$ cat src/rtl/capture_pkg.sv
// rtl/capture_pkg.sv - shared state encoding and control-register bit positions for the capture block
package capture_pkg;

   typedef enum logic [1:0] {
      CAP_IDLE    = 2'd0,
      CAP_ARMED   = 2'd1,
      CAP_CAPTURE = 2'd2,
      CAP_DONE    = 2'd3
   } cap_state_t;

   localparam int CTRL_ARM_BIT   = 2;
   localparam int CTRL_ABORT_BIT = 3;

endpackage

$ cat src/rtl/capture_if.sv
// rtl/capture_if.sv - MAC stream sink plus SDRAM write-master signals of the capture block
interface capture_if #(
   parameter int N = 32
) ();

   logic         st_valid;
   logic [N-1:0] st_data;
   logic         st_sop;
   logic         st_eop;
   logic         st_ready;
   logic [N-1:0] m_address;
   logic         m_write;
   logic [N-1:0] m_writedata;
   logic         m_waitrequest;

   modport master (
      input  st_valid, st_data, st_sop, st_eop, m_waitrequest,
      output st_ready, m_address, m_write, m_writedata
   );

   modport slave (
      output st_valid, st_data, st_sop, st_eop, m_waitrequest,
      input  st_ready, m_address, m_write, m_writedata
   );

endinterface

$ cat src/rtl/capture_wbuf.sv
// rtl/capture_wbuf.sv - one-entry write holding register driving the SDRAM write master
module capture_wbuf #(
   parameter int N = 32
) (
   input  logic         clk,
   input  logic         reset,
   input  logic         load,
   input  logic [N-1:0] base,
   input  logic [N-1:0] offset,
   input  logic [N-1:0] data,
   input  logic         waitrequest,
   output logic         busy,
   output logic [N-1:0] address,
   output logic [N-1:0] writedata,
   output logic         complete
);

   assign complete = busy & ~waitrequest;

   // A load may land on the same cycle the previous write completes.
   always_ff @(posedge clk) begin
      if (!reset) begin
         busy      <= 1'b0;
         address   <= '0;
         writedata <= '0;
      end else if (load) begin
         busy      <= 1'b1;
         address   <= base + offset;
         writedata <= data;
      end else if (complete) begin
         busy <= 1'b0;
      end
   end

endmodule

$ cat src/rtl/capture_ctrl.sv
// rtl/capture_ctrl.sv - capture sequencer: one MAC packet into an SDRAM buffer
module capture_ctrl
   import capture_pkg::*;
#(
   parameter int N     = 32,
   parameter int BYTES = N / 8
) (
   input  logic         clk,
   input  logic         reset,
   input  logic [N-1:0] cfg_control,
   input  logic [N-1:0] cfg_write_addr,
   input  logic [N-1:0] cfg_max_len,
   capture_if.master    bus,
   output logic [1:0]   state,
   output logic [N-1:0] cap_len,
   output logic         truncated
);

   localparam logic [N:0] STRIDE = (N+1)'(BYTES);

   cap_state_t   state_q, state_d;
   logic [N-1:0] base_q, max_q;
   logic         pkt_end_q;
   logic         arm, abort, ready, accept, take, load, complete, drain_ok, overflow;
   logic         trunc_set, pkt_end_set, latch_cfg;
   logic [N:0]   pending;
   logic         unused_ctrl;

   assign arm         = cfg_control[CTRL_ARM_BIT];
   assign abort       = cfg_control[CTRL_ABORT_BIT];
   assign unused_ctrl = ^{cfg_control[N-1:CTRL_ABORT_BIT+1], cfg_control[CTRL_ARM_BIT-1:0]};
   assign state       = state_q;

   // Bytes committed so far, counting a write still sitting in the buffer.
   assign pending     = {1'b0, cap_len} + (bus.m_write ? STRIDE : '0);
   assign overflow    = (pending + STRIDE) > {1'b0, max_q};
   assign drain_ok    = ~bus.m_write | complete;
   assign accept      = bus.st_valid & bus.st_ready;
   assign load        = take & ~overflow;
   assign trunc_set   = take & overflow;
   assign pkt_end_set = take & bus.st_eop;

   capture_wbuf #(.N(N)) u_wbuf (
      .clk         (clk),
      .reset       (reset),
      .load        (load),
      .base        (base_q),
      .offset      (pending[N-1:0]),
      .data        (bus.st_data),
      .waitrequest (bus.m_waitrequest),
      .busy        (bus.m_write),
      .address     (bus.m_address),
      .writedata   (bus.m_writedata),
      .complete    (complete)
   );

   // Once truncated, beats are swallowed regardless of buffer state.
   always_comb begin
      ready = 1'b1;
      if (state_q == CAP_CAPTURE) begin
         if (abort || pkt_end_q) ready = 1'b0;
         else if (!truncated)    ready = drain_ok;
      end
   end

   assign bus.st_ready = reset & ready;

   always_comb begin
      state_d   = state_q;
      take      = 1'b0;
      latch_cfg = 1'b0;
      case (state_q)
         CAP_IDLE: begin
            if (arm && !abort) begin
               state_d   = CAP_ARMED;
               latch_cfg = 1'b1;
            end
         end
         CAP_ARMED: begin
            if (abort) begin
               state_d = CAP_IDLE;
            end else if (accept && bus.st_sop) begin
               state_d = CAP_CAPTURE;
               take    = 1'b1;
            end
         end
         CAP_CAPTURE: begin
            if (abort) begin
               if (drain_ok) state_d = CAP_IDLE;
            end else if (pkt_end_q) begin
               if (drain_ok) state_d = CAP_DONE;
            end else if (accept) begin
               take = 1'b1;
            end
         end
         CAP_DONE: begin
            if (!arm) state_d = CAP_IDLE;
         end
         default: state_d = CAP_IDLE;
      endcase
   end

   always_ff @(posedge clk) begin
      if (!reset) begin
         state_q   <= CAP_IDLE;
         base_q    <= '0;
         max_q     <= '0;
         cap_len   <= '0;
         truncated <= 1'b0;
         pkt_end_q <= 1'b0;
      end else begin
         state_q <= state_d;
         if (latch_cfg) begin
            base_q    <= cfg_write_addr;
            max_q     <= cfg_max_len;
            cap_len   <= '0;
            truncated <= 1'b0;
            pkt_end_q <= 1'b0;
         end else begin
            if (complete)    cap_len   <= cap_len + STRIDE[N-1:0];
            if (trunc_set)   truncated <= 1'b1;
            if (pkt_end_set) pkt_end_q <= 1'b1;
         end
      end
   end

endmodule

$ cat src/flat_wrapper.sv
// flat-port wrapper written by rule: the top's interface ports become plain ports
module capture_ctrl_flat import capture_pkg::*;
#(
   parameter int N     = 32,
   parameter int BYTES = N / 8
)
  (clk, reset, cfg_control, cfg_write_addr, cfg_max_len, state, cap_len, truncated, bus_st_valid, bus_st_data, bus_st_sop, bus_st_eop, bus_m_waitrequest, bus_st_ready, bus_m_address, bus_m_write, bus_m_writedata);
  capture_if #(.N(N)) bus_i ();
  input  logic clk;
  input  logic reset;
  input  logic [N-1:0] cfg_control;
  input  logic [N-1:0] cfg_write_addr;
  input  logic [N-1:0] cfg_max_len;
  output logic [1:0] state;
  output logic [N-1:0] cap_len;
  output logic truncated;
  input wire logic [$bits(bus_i.st_valid)-1:0] bus_st_valid;
  input wire logic [$bits(bus_i.st_data)-1:0] bus_st_data;
  input wire logic [$bits(bus_i.st_sop)-1:0] bus_st_sop;
  input wire logic [$bits(bus_i.st_eop)-1:0] bus_st_eop;
  input wire logic [$bits(bus_i.m_waitrequest)-1:0] bus_m_waitrequest;
  output wire logic [$bits(bus_i.st_ready)-1:0] bus_st_ready;
  output wire logic [$bits(bus_i.m_address)-1:0] bus_m_address;
  output wire logic [$bits(bus_i.m_write)-1:0] bus_m_write;
  output wire logic [$bits(bus_i.m_writedata)-1:0] bus_m_writedata;
  assign bus_i.st_valid = bus_st_valid;
  assign bus_i.st_data = bus_st_data;
  assign bus_i.st_sop = bus_st_sop;
  assign bus_i.st_eop = bus_st_eop;
  assign bus_i.m_waitrequest = bus_m_waitrequest;
  assign bus_st_ready = bus_i.st_ready;
  assign bus_m_address = bus_i.m_address;
  assign bus_m_write = bus_i.m_write;
  assign bus_m_writedata = bus_i.m_writedata;
  capture_ctrl #(.N(N), .BYTES(BYTES)) u_core (.clk(clk), .reset(reset), .cfg_control(cfg_control), .cfg_write_addr(cfg_write_addr), .cfg_max_len(cfg_max_len), .bus(bus_i), .state(state), .cap_len(cap_len), .truncated(truncated));
endmodule
$ cat config.mk
export PLATFORM = sky130hd
export DESIGN_NAME = capture_ctrl_flat
export DESIGN_NICKNAME = d
export VERILOG_FILES = /design/src/rtl/capture_pkg.sv /design/src/rtl/capture_if.sv /design/src/rtl/capture_wbuf.sv /design/src/rtl/capture_ctrl.sv /design/src/flat_wrapper.sv
export SDC_FILE = /design/constraint.sdc
export NUM_CORES = 1
export LEC_CHECK = 0
export ABC_AREA = 1
export CORE_MARGIN = 5
export CORE_UTILIZATION = 50
export CTS_BUF_LIST = sky130_fd_sc_hd__clkbuf_16
export DETAILED_ROUTE_END_ITERATION = 10
export PLACE_DENSITY = 0.76
export SYNTH_ARGS = -nofsm -noshare
export SYNTH_HDL_FRONTEND = slang
export SYNTH_SLANG_ARGS = --single-unit
$ cat constraint.sdc
create_clock -name clk -period 10.65 [get_ports clk]
set_input_delay 1.065 -clock clk [delete_from_list [all_inputs] [get_ports clk]]
set_output_delay 1.065 -clock clk [all_outputs]
set_load 0.02 [all_outputs]
# --- After elaboration in Yosys (flattened, before gate mapping) ---
# Index checks and enable logic that the tools add are counted.
op_classes:
  add_sub_neg: 4
  order_cmp: 1
  eq_ne: 8
  n_mux: 23
  bitwise: 11
  reduce_logical: 8
ops:
  columns: ["cell", "n"]
  rows:
  - ["$add 32x33->33", 1]
  - ["$add 33x3->33 const B", 1]
  - ["$gt 33x32->1", 1]
  - ["$add 32x3->32 const B", 1]
  - ["$add 32x32->32", 1]
  - ["$mux 2", 8]
  - ["$mux 1", 12]
  - ["$pmux 2 s4", 1]
  - ["$and 1x1->1", 6]
  - ["$ne 3x2->1 const B", 2]
  - ["$reduce_and 5->1", 1]
  - ["$eq 2x2->1 const B", 2]
  - ["$ne 2x1->1 const B", 2]
  - ["$not 1->1", 4]
  - ["$mux 3", 1]
  - ["$eq 2x1->1 const B", 1]
  - ["$logic_and 1x1->1", 2]
  - ["$logic_not 2->1", 1]
  - ["$ne 2x2->1 const B", 1]
  - ["$pmux 1 s2", 1]
  - ["$reduce_bool 2->1", 1]
  - ["$reduce_or 2->1", 1]
  - ["$logic_not 1->1", 1]
  - ["$logic_or 1x1->1", 1]
  - ["$or 1x1->1", 1]
word_totals:
  register_bits: 165
  inputBits: 134
  output_inout_bits: 101
  elab_cells: 64

# --- Depth between registers and ports, before layout ---
# Gate-level depths: netlist of run 1.
depth:
  word_depth: 14
  depth_mapped: 36
  ltp_nobuf: 34

# --- Hierarchy ---
# A second synthesis of run 1 with hierarchy kept.
unflattened:
  cells_unflattened: 1773
  hier_area_um2: 11269.6
by_module_without_submodules:
  columns: ["module", "n_inst", "cells_per_inst", "area_per_inst_um2", "seq_area_each_um2"]
  rows:
  - ["capture_ctrl", 1, 953, 6512.5, 1961.9]
  - ["capture_wbuf", 1, 820, 4757.1, 1301.2]

# --- Worst setup path after synthesis of run 1 ---
# OpenSTA, ideal clock, no wires.
synth_path:
  kind: "reg-to-reg"
  start: "reg u_core.cap_len[2]"
  end: "reg u_core.u_wbuf.address[10]"
  t_arrival_ns: 4.260
  slack_ns: 6.280
  stages_incl_launch_ff: 33
  n_path_buf: 2
  path_cell_list: "dfxtp_1 > ha_1 > ha_1 > inv_1 > nor2_4 > nand2_2 > xor2_1 > inv_1 > nor2_1 > nand2_1 > nor2_2 > nand2_1 > nor2_1 > nand2_1 > nor3_1 > xor2_1 > ha_1 > a21oi_1 > o21ai_0 > a21oi_1 > nand2_1 > nand2_1 > nand2_1 > nand2_1 > nand2_1 > nand2_1 > nand2_1 > nand2_1 > clkbuf_1 > clkbuf_1 > nand4_1 > nand2_1 > nor2_1"
synth_between:
  elab_chain_cells: 5
synth_rtl:
  columns: ["element", "line_no", "text"]
  rows:
  - ["from (decl)", "capture_ctrl.sv:15", "output logic [N-1:0] cap_len,"]
  - ["from (signal assigned)", "capture_ctrl.sv:120", "if (complete) cap_len <= cap_len + STRIDE[N-1:0];"]
  - ["$add 32x33->33 *", "capture_ctrl.sv:35", "assign pending = {1'b0, cap_len} + (bus.m_write ? STRIDE : '0);"]
  - ["$add 33x3->33", "capture_ctrl.sv:36", "assign overflow = (pending + STRIDE) > {1'b0, max_q};"]
  - ["$gt 33x32->1", "capture_ctrl.sv:36", null]
  - ["$not 1->1", "capture_ctrl.sv:39", "assign load = take & ~overflow;"]
  - ["$and 1x1->1", "capture_ctrl.sv:39", null]
  - ["to (signal assigned)", "capture_wbuf.sv:28", "address <= base + offset;"]
  - ["to (decl)", "capture_wbuf.sv:13", "output logic [N-1:0] address,"]
# Mark *: on every way between the ends. The rest lies on a longest branch, timed or not.
# A chain may end at the register's enable or synchronous reset.

# --- Worst setup path after layout of run 1 ---
layout_path:
  start: "reg u_core.cap_len[2]"
  end: "reg u_core.u_wbuf.busy"
layout_between:
  elab_chain_cells: 6
layout_rtl:
  columns: ["element", "line_no", "text"]
  rows:
  - ["$add 32x33->33 *", "capture_ctrl.sv:35", null]
  - ["$add 33x3->33 *", "capture_ctrl.sv:36", null]
  - ["$gt 33x32->1 *", "capture_ctrl.sv:36", null]
  - ["$not 1->1 *", "capture_ctrl.sv:39", null]
  - ["$and 1x1->1 *", "capture_ctrl.sv:39", null]
  - ["$mux 1 / $reduce_bool 2->1 (equally long branches)", null, null]
  - ["to (signal assigned)", "capture_wbuf.sv:23", "busy <= 1'b0;"]
  - ["to (signal assigned)", "capture_wbuf.sv:27", "busy <= 1'b1;"]
  - ["to (signal assigned)", "capture_wbuf.sv:31", "busy <= 1'b0;"]
  - ["to (decl)", "capture_wbuf.sv:12", "output logic busy,"]
# Marked as above.

==> metrics.csv, run 1 <==
metric;value;unit
status;finished clean;
GRT Total Usage;0.260;
die area;24400;sq um
Synth-to-Final Area Change;25.5;%
# setup viols final;0;
post-DP HPWL;25200;um
Unique masters post-synth;47;
first-pass GRT wire length;51000;um
Slew HR;0.409;
RSZ-0062 raised after global routing;false;
Ports;235;
Placement Setup Slack;4.96;ns
Hold Buf Count CTS;0;
maximum VDD drop;0.000106;V
DRT Pass-1 Iters;5;
Avg Inst Size Synth;6.49;sq um
critical path peak fanout;92;
Mapped Cells;1646;
Critical Path RT;10.90;ns
Final period util;0.545;
worst slew pin tran;0.886;ns
synth warn;0;
H-tree levels;4;
core area;21000;sq um
Via density;5.11;
CTS Buffer Depth;2;
Synth Register Bits;163;
Pins Over Slew Limit;0;
Skew-Pair Late Insertion Delay;0.44;ns
Post-Syn Area;10700;sq um
IO buf count;202;
CP max stage delay;0.69;ns
worst hold path type;register to register;
largest net degree at the start of global routing;99;
Reg area;3260;sq um
drt total wl;32100;um
pwr dens;124;nW/um^2
initial antenna violation count;0;
CTS sink cnt;163;
Final Critical Period;5.81;ns
number of fill cells in the layout;1969;
MaxCap Viol Count;0;
# Post-CTS Setup Buffers;0;
PnR worst setup slack;4.84;ns
startpoint type of the worst setup path;register;
die height;156;um
CP endpoint kind;register;
Crit Path Class;register to register;
CTS Buf Count;17;
CTS root buffer;clkbuf_16;
routed vias;10800;
Seq/Total Area, Yosys;0.305;
Multi-input gate area;6110;sq um
cell repeated most along the worst path;nand2_1;
Worst path slowest cell;buf_4;
FMAX;172;MHz
n_diodes;0;
starting density of the core;0.508;
Final Hold Viols;0;
die width;156;um
leakage;5.94;nW
Routed Antenna Nets;0;
Detailed Route Iter0 Violations;761;
Arrival @ worst endpoint;6.06;ns
total power;0.00167;W
post-layout util;0.638;
setup TNS;0;ns
share of layout cells above drive strength 1;0.0442;
Placed Cells;2076;
TritonCTS clock tree;yes;
WL per Instance;15.2;um
FP Rows;53;
Resize count post-CTS;0;
Reg2Reg Depth;30;
DR DRC count;0;
hold path cells;2;
Clk pin slew, worst setup/hold paths;0.07;ns
Final Skew;0.00996;ns
number of global-route vias before repair;9990;
Congestion Overflow GR;0;
GPL Wtd Cong;0.971;
Final Non-Filler Cells;2108;
nets;2022;
-- cells in the mapped netlist, drive strengths merged --
library cell,count,area share
a31o,1,0.00082
nor3b,2,0.0014
a31oi,2,0.0012
nand2,370,0.13
o21bai,5,0.0035
nand3b,5,0.0035
o21ai,76,0.036
xor2,50,0.045
buf,24,0.017
nand3,85,0.041
o2111ai,1,0.00082
o31ai,1,0.00070
a22oi,1,0.00070
clkinv,2,0.00070
nand4,51,0.030
ha,67,0.078
nor4b,1,0.00082
dfxtp,163,0.31
inv,272,0.096
nor2,228,0.085
or4,1,0.00070
a211oi,3,0.0021
or2,1,0.00059
clkbuf,33,0.012
nor3,20,0.011
fa,1,0.0019
xnor2,21,0.017
a21boi,2,0.0014
a21o,7,0.0049
o2111a,1,0.0011
conb,1,0.00035
o211ai,1,0.00070
a21oi,143,0.067
nor4,3,0.0018
a221oi,1,0.00082
-- layout by cell type, fill, tap and decap left out, drive strengths merged, types with 21 or more instances in the layout --
| cell | n |
|---|---|
| nor2 | 228 |
| o21ai | 76 |
| xor2 | 50 |
| a21oi | 143 |
| inv | 280 |
| ha | 67 |
| nand4 | 51 |
| nand3 | 85 |
| nand2 | 370 |
| clkdlybuf4s50 | 201 |
| xnor2 | 21 |
| dfxtp | 163 |
-- logic make-up (layout without fill, tap and decap cells) --
group | Yosys count | count (layout) | synth area share
flops | 163 | 163 | 0.305
buf+inv | 331 | 517 | 0.125
compound gates | 245 | 245 | 0.121
simple gates | 767 | 767 | 0.306
other cells | 1 | 2 | 0.000351
xor+xnor | 71 | 71 | 0.0617
fa+ha+maj | 68 | 68 | 0.0803
-- per-layer routing --
layer	wire, um	up-vias	global-route usage
met2	14500	381	0.427
li1	-	5560	-
met3	2460	58	0.0566
met1	14400	4773	0.342
met5	0	-	0
met4	860	0	0.0818
-- cell type report --
type / count / share of cell area
multi-input combinational: 1153 / 0.455
sequential: 163 / 0.243
timing repair buffer: 211 / 0.155
inverter: 274 / 0.0767
clock buffer: 17 / 0.0317
tap: 275 / 0.0257
clock inverter: 15 / 0.0118
-- path summary, 6_finish.rpt --
path	startpoint	to	slack, ns
max	u_core.cap_len[2]$_SDFFE_PP0P_	u_core.u_wbuf.busy$_SDFFE_PN0P_	4.84
min reg2reg	u_core.max_q[9]$_SDFFE_PN0P_	u_core.max_q[9]$_SDFFE_PN0P_	0.46
min	u_core.max_q[9]$_SDFFE_PN0P_	u_core.max_q[9]$_SDFFE_PN0P_	0.46
max reg2reg	u_core.cap_len[2]$_SDFFE_PP0P_	u_core.u_wbuf.busy$_SDFFE_PN0P_	4.84
-- metrics by stage --
step                instance area, sq um  hold WS [ns]
CTS                                13400         0.462
finish                             13400         0.464
floorplan                          10700         0.433
global placement                   12800         0.449
global route                       13400         0.490
detailed placement                 12800         0.452
-- power breakdown --
group / total, W / switching, W / leakage (nW) / internal [W]
Sequential: 0.000681 / 0.0000238 / 1.32 / 0.000657
Clock: 0.000615 / 0.000301 / 0.284 / 0.000314
Combinational: 0.000370 / 0.000224 / 4.33 / 0.000146
-- critical path, delay by kind of cell (launching register included) --
family / cells / cell delay, ns
DFF: 1 / 0.45
AOI/OAI and AO/OA: 1 / 0.26
and+or+nand+nor: 19 / 2.26
buffers and inverters: 5 / 1.29
adders and majority gates: 3 / 0.76
xor gates and xnor gates: 2 / 0.55
-- registers in the layout, summed over array words and instances (netlist names) --
register	flops
u_core.pkt_end_q	1
u_core.cap_len	30
u_core.u_wbuf.writedata	32
u_core.u_wbuf.address	32
u_core.state	2
u_core.base_q	32
u_core.u_wbuf.busy	1
u_core.truncated	1
u_core.max_q	32
Note: power is estimated with default switching activity, not from simulation.
==> run 2, diff against run 1 <==
--- a/config.mk
+++ b/config.mk
@@ -7,10 +7,10 @@
 export LEC_CHECK = 0
 export ABC_AREA = 1
 export CORE_MARGIN = 5
-export CORE_UTILIZATION = 50
+export CORE_UTILIZATION = 47
 export CTS_BUF_LIST = sky130_fd_sc_hd__clkbuf_16
 export DETAILED_ROUTE_END_ITERATION = 10
-export PLACE_DENSITY = 0.76
+export PLACE_DENSITY = 0.75
 export SYNTH_ARGS = -nofsm -noshare
 export SYNTH_HDL_FRONTEND = slang
 export SYNTH_SLANG_ARGS = --single-unit
==> constraint.sdc (replaced) <==
create_clock -name clk -period 5.2 [get_ports clk]
set_input_delay 0.52 -clock clk [delete_from_list [all_inputs] [get_ports clk]]
set_output_delay 0.52 -clock clk [all_outputs]
set_load 0.02 [all_outputs]
==> metrics.csv, run 2 (synthesis gave the netlist of run 1 again) <==
metric;value;unit
status;finished clean;
Placement Setup Slack;0.364;ns
# setup viols final;0;
Clk pin slew, worst setup/hold paths;0.07;ns
CTS Buf Count;17;
IO buf count;202;
drt total wl;32400;um
initial antenna violation count;0;
Final Skew;0.0133;ns
WL per Instance;15.2;um
RSZ-0062 raised after global routing;false;
Switch Pwr;0.00112;W
DRT Pass-1 Iters;5;
Ports;235;
post-layout util;0.603;
Final Non-Filler Cells;2132;
Final period util;0.899;
first-pass GRT wire length;52200;um
CTS root buffer;clkbuf_16;
post-DP HPWL;25600;um
Crit Path Class;register to register;
PnR worst setup slack;0.526;ns
P_int;0.00229;W
Skew-Pair Late Insertion Delay;0.44;ns
Worst path slowest cell;ha_1;
leakage;6.02;nW
DR DRC count;0;
routed vias;10800;
Pins Over Slew Limit;0;
Critical Path RT;5.51;ns
startpoint type of the worst setup path;register;
cell repeated most along the worst path;nand2_1;
sequential share of power;0.409;
maximum VDD drop;0.000188;V
Arrival @ worst endpoint;4.98;ns
die width;161;um
core area;22500;sq um
setup TNS;0;ns
share of layout cells above drive strength 1;0.0541;
H-tree levels;4;
starting density of the core;0.475;
Final Hold Viols;0;
Routed Antenna Nets;0;
logic gate share of total power;0.224;
number of global-route vias before repair;10300;
MaxCap Viol Count;0;
sw frac;0.328;
CTS Buffer Depth;2;
CP max stage delay;0.45;ns
FP Rows;55;
CP endpoint kind;register;
die area;25800;sq um
GRT Total Usage;0.246;
commonest non-fill, non-tap cell in the layout;nand2_1;
Placed Cells;2098;
nets;2036;
FMAX;214;MHz
largest net degree at the start of global routing;99;
commonest non-fill, non-tap cells in the layout;366 x nand2_1, 264 x inv_1, 211 x nor2_1;
TritonCTS clock tree;yes;
CTS sink cnt;163;
Detailed Route Iter0 Violations;746;
total power;0.00341;W
die height;161;um
Congestion Overflow GR;0;
pwr dens;251;nW/um^2
Clk pwr share;0.367;
GPL Wtd Cong;0.962;
Hold Buf Count CTS;0;
Synth-to-Final Area Change;27.0;%
Slew HR;0.419;
Final Critical Period;4.67;ns
critical path peak fanout;6;
n_diodes;0;
worst hold path type;register to register;
Via density;5.08;
worst slew pin tran;0.872;ns
## run 2: cell types whose count changed in the layout (fill, tap and decap cells not counted), moves of 2 or more
cell / before / now
buf_4: 9 / 21
clkinv_4: 4 / 2
nor2_2: 12 / 14
nor2_1: 213 / 211
## run 2: stage by stage
stage,hold WS (ns),instance area [sq um]
3_3_place_gp,0.451,12900
3_5_place_dp,0.460,12900
5_1_grt,0.487,13600
6_report,0.467,13600
4_1_cts,0.469,13500
2_1_floorplan,0.433,10700
## run 2: power by group through the flow
| stage | logic [W] | clock network, W | registers (W) |
|---|---|---|---|
| 3_5_place_dp | 0.000758 | 0 | 0.00142 |
| 5_1_grt | 0.000858 | 0.00133 | 0.00140 |
| 2_1_floorplan | 0.000453 | 0 | 0.00145 |
| 4_1_cts | 0.000765 | 0.00127 | 0.00139 |
| 6_report | 0.000766 | 0.00125 | 0.00139 |
| 3_3_place_gp | 0.000741 | 0 | 0.00142 |
## run 2: critical path, delay by kind of cell (launching register included)
family	cells	cell delay [ns]
buffers and inverters	2	0.26
adder cells (fa/ha/maj)	4	1.20
flip-flops	1	0.34
AND/OR/NAND/NOR	19	2.14
AO/OA/AOI/OAI	2	0.46
XOR/XNOR	1	0.16
## run 2: final cells by class
cell class	instances	area, sq um
Fill cell	2115	8930
Multi-Input combinational cell	1153	6130
Sequential cell	163	3260
Timing Repair Buffer	225	2210
Inverter	274	1030
Clock buffer	17	425
Tap cell	285	357
Clock inverter	15	156
## run 2: layer usage
| layer | track usage | routed length [um] |
|---|---|---|
| met3 | 0.0457 | 1930 |
| met4 | 0.0791 | 881 |
| met5 | 0 | 0 |
| met2 | 0.408 | 15000 |
| met1 | 0.325 | 14600 |
## run 2: path summary, 6_finish.rpt
path	slack, ns	cells past startpoint	to	from
max	0.53	28	u_core.u_wbuf.busy$_SDFFE_PN0P_	u_core.u_wbuf.busy$_SDFFE_PN0P_
min	0.47	2	u_core.max_q[26]$_SDFFE_PN0P_	u_core.max_q[26]$_SDFFE_PN0P_
max reg2reg	0.53	28	u_core.u_wbuf.busy$_SDFFE_PN0P_	u_core.u_wbuf.busy$_SDFFE_PN0P_
min reg2reg	0.47	2	u_core.max_q[26]$_SDFFE_PN0P_	u_core.max_q[26]$_SDFFE_PN0P_
## run 2: timing repair
action / 4_1_cts / 5_1_grt
setup buffers: 0 / 2
resized for setup: 0 / 7
endpoints found under the setup margin: 0 / 65
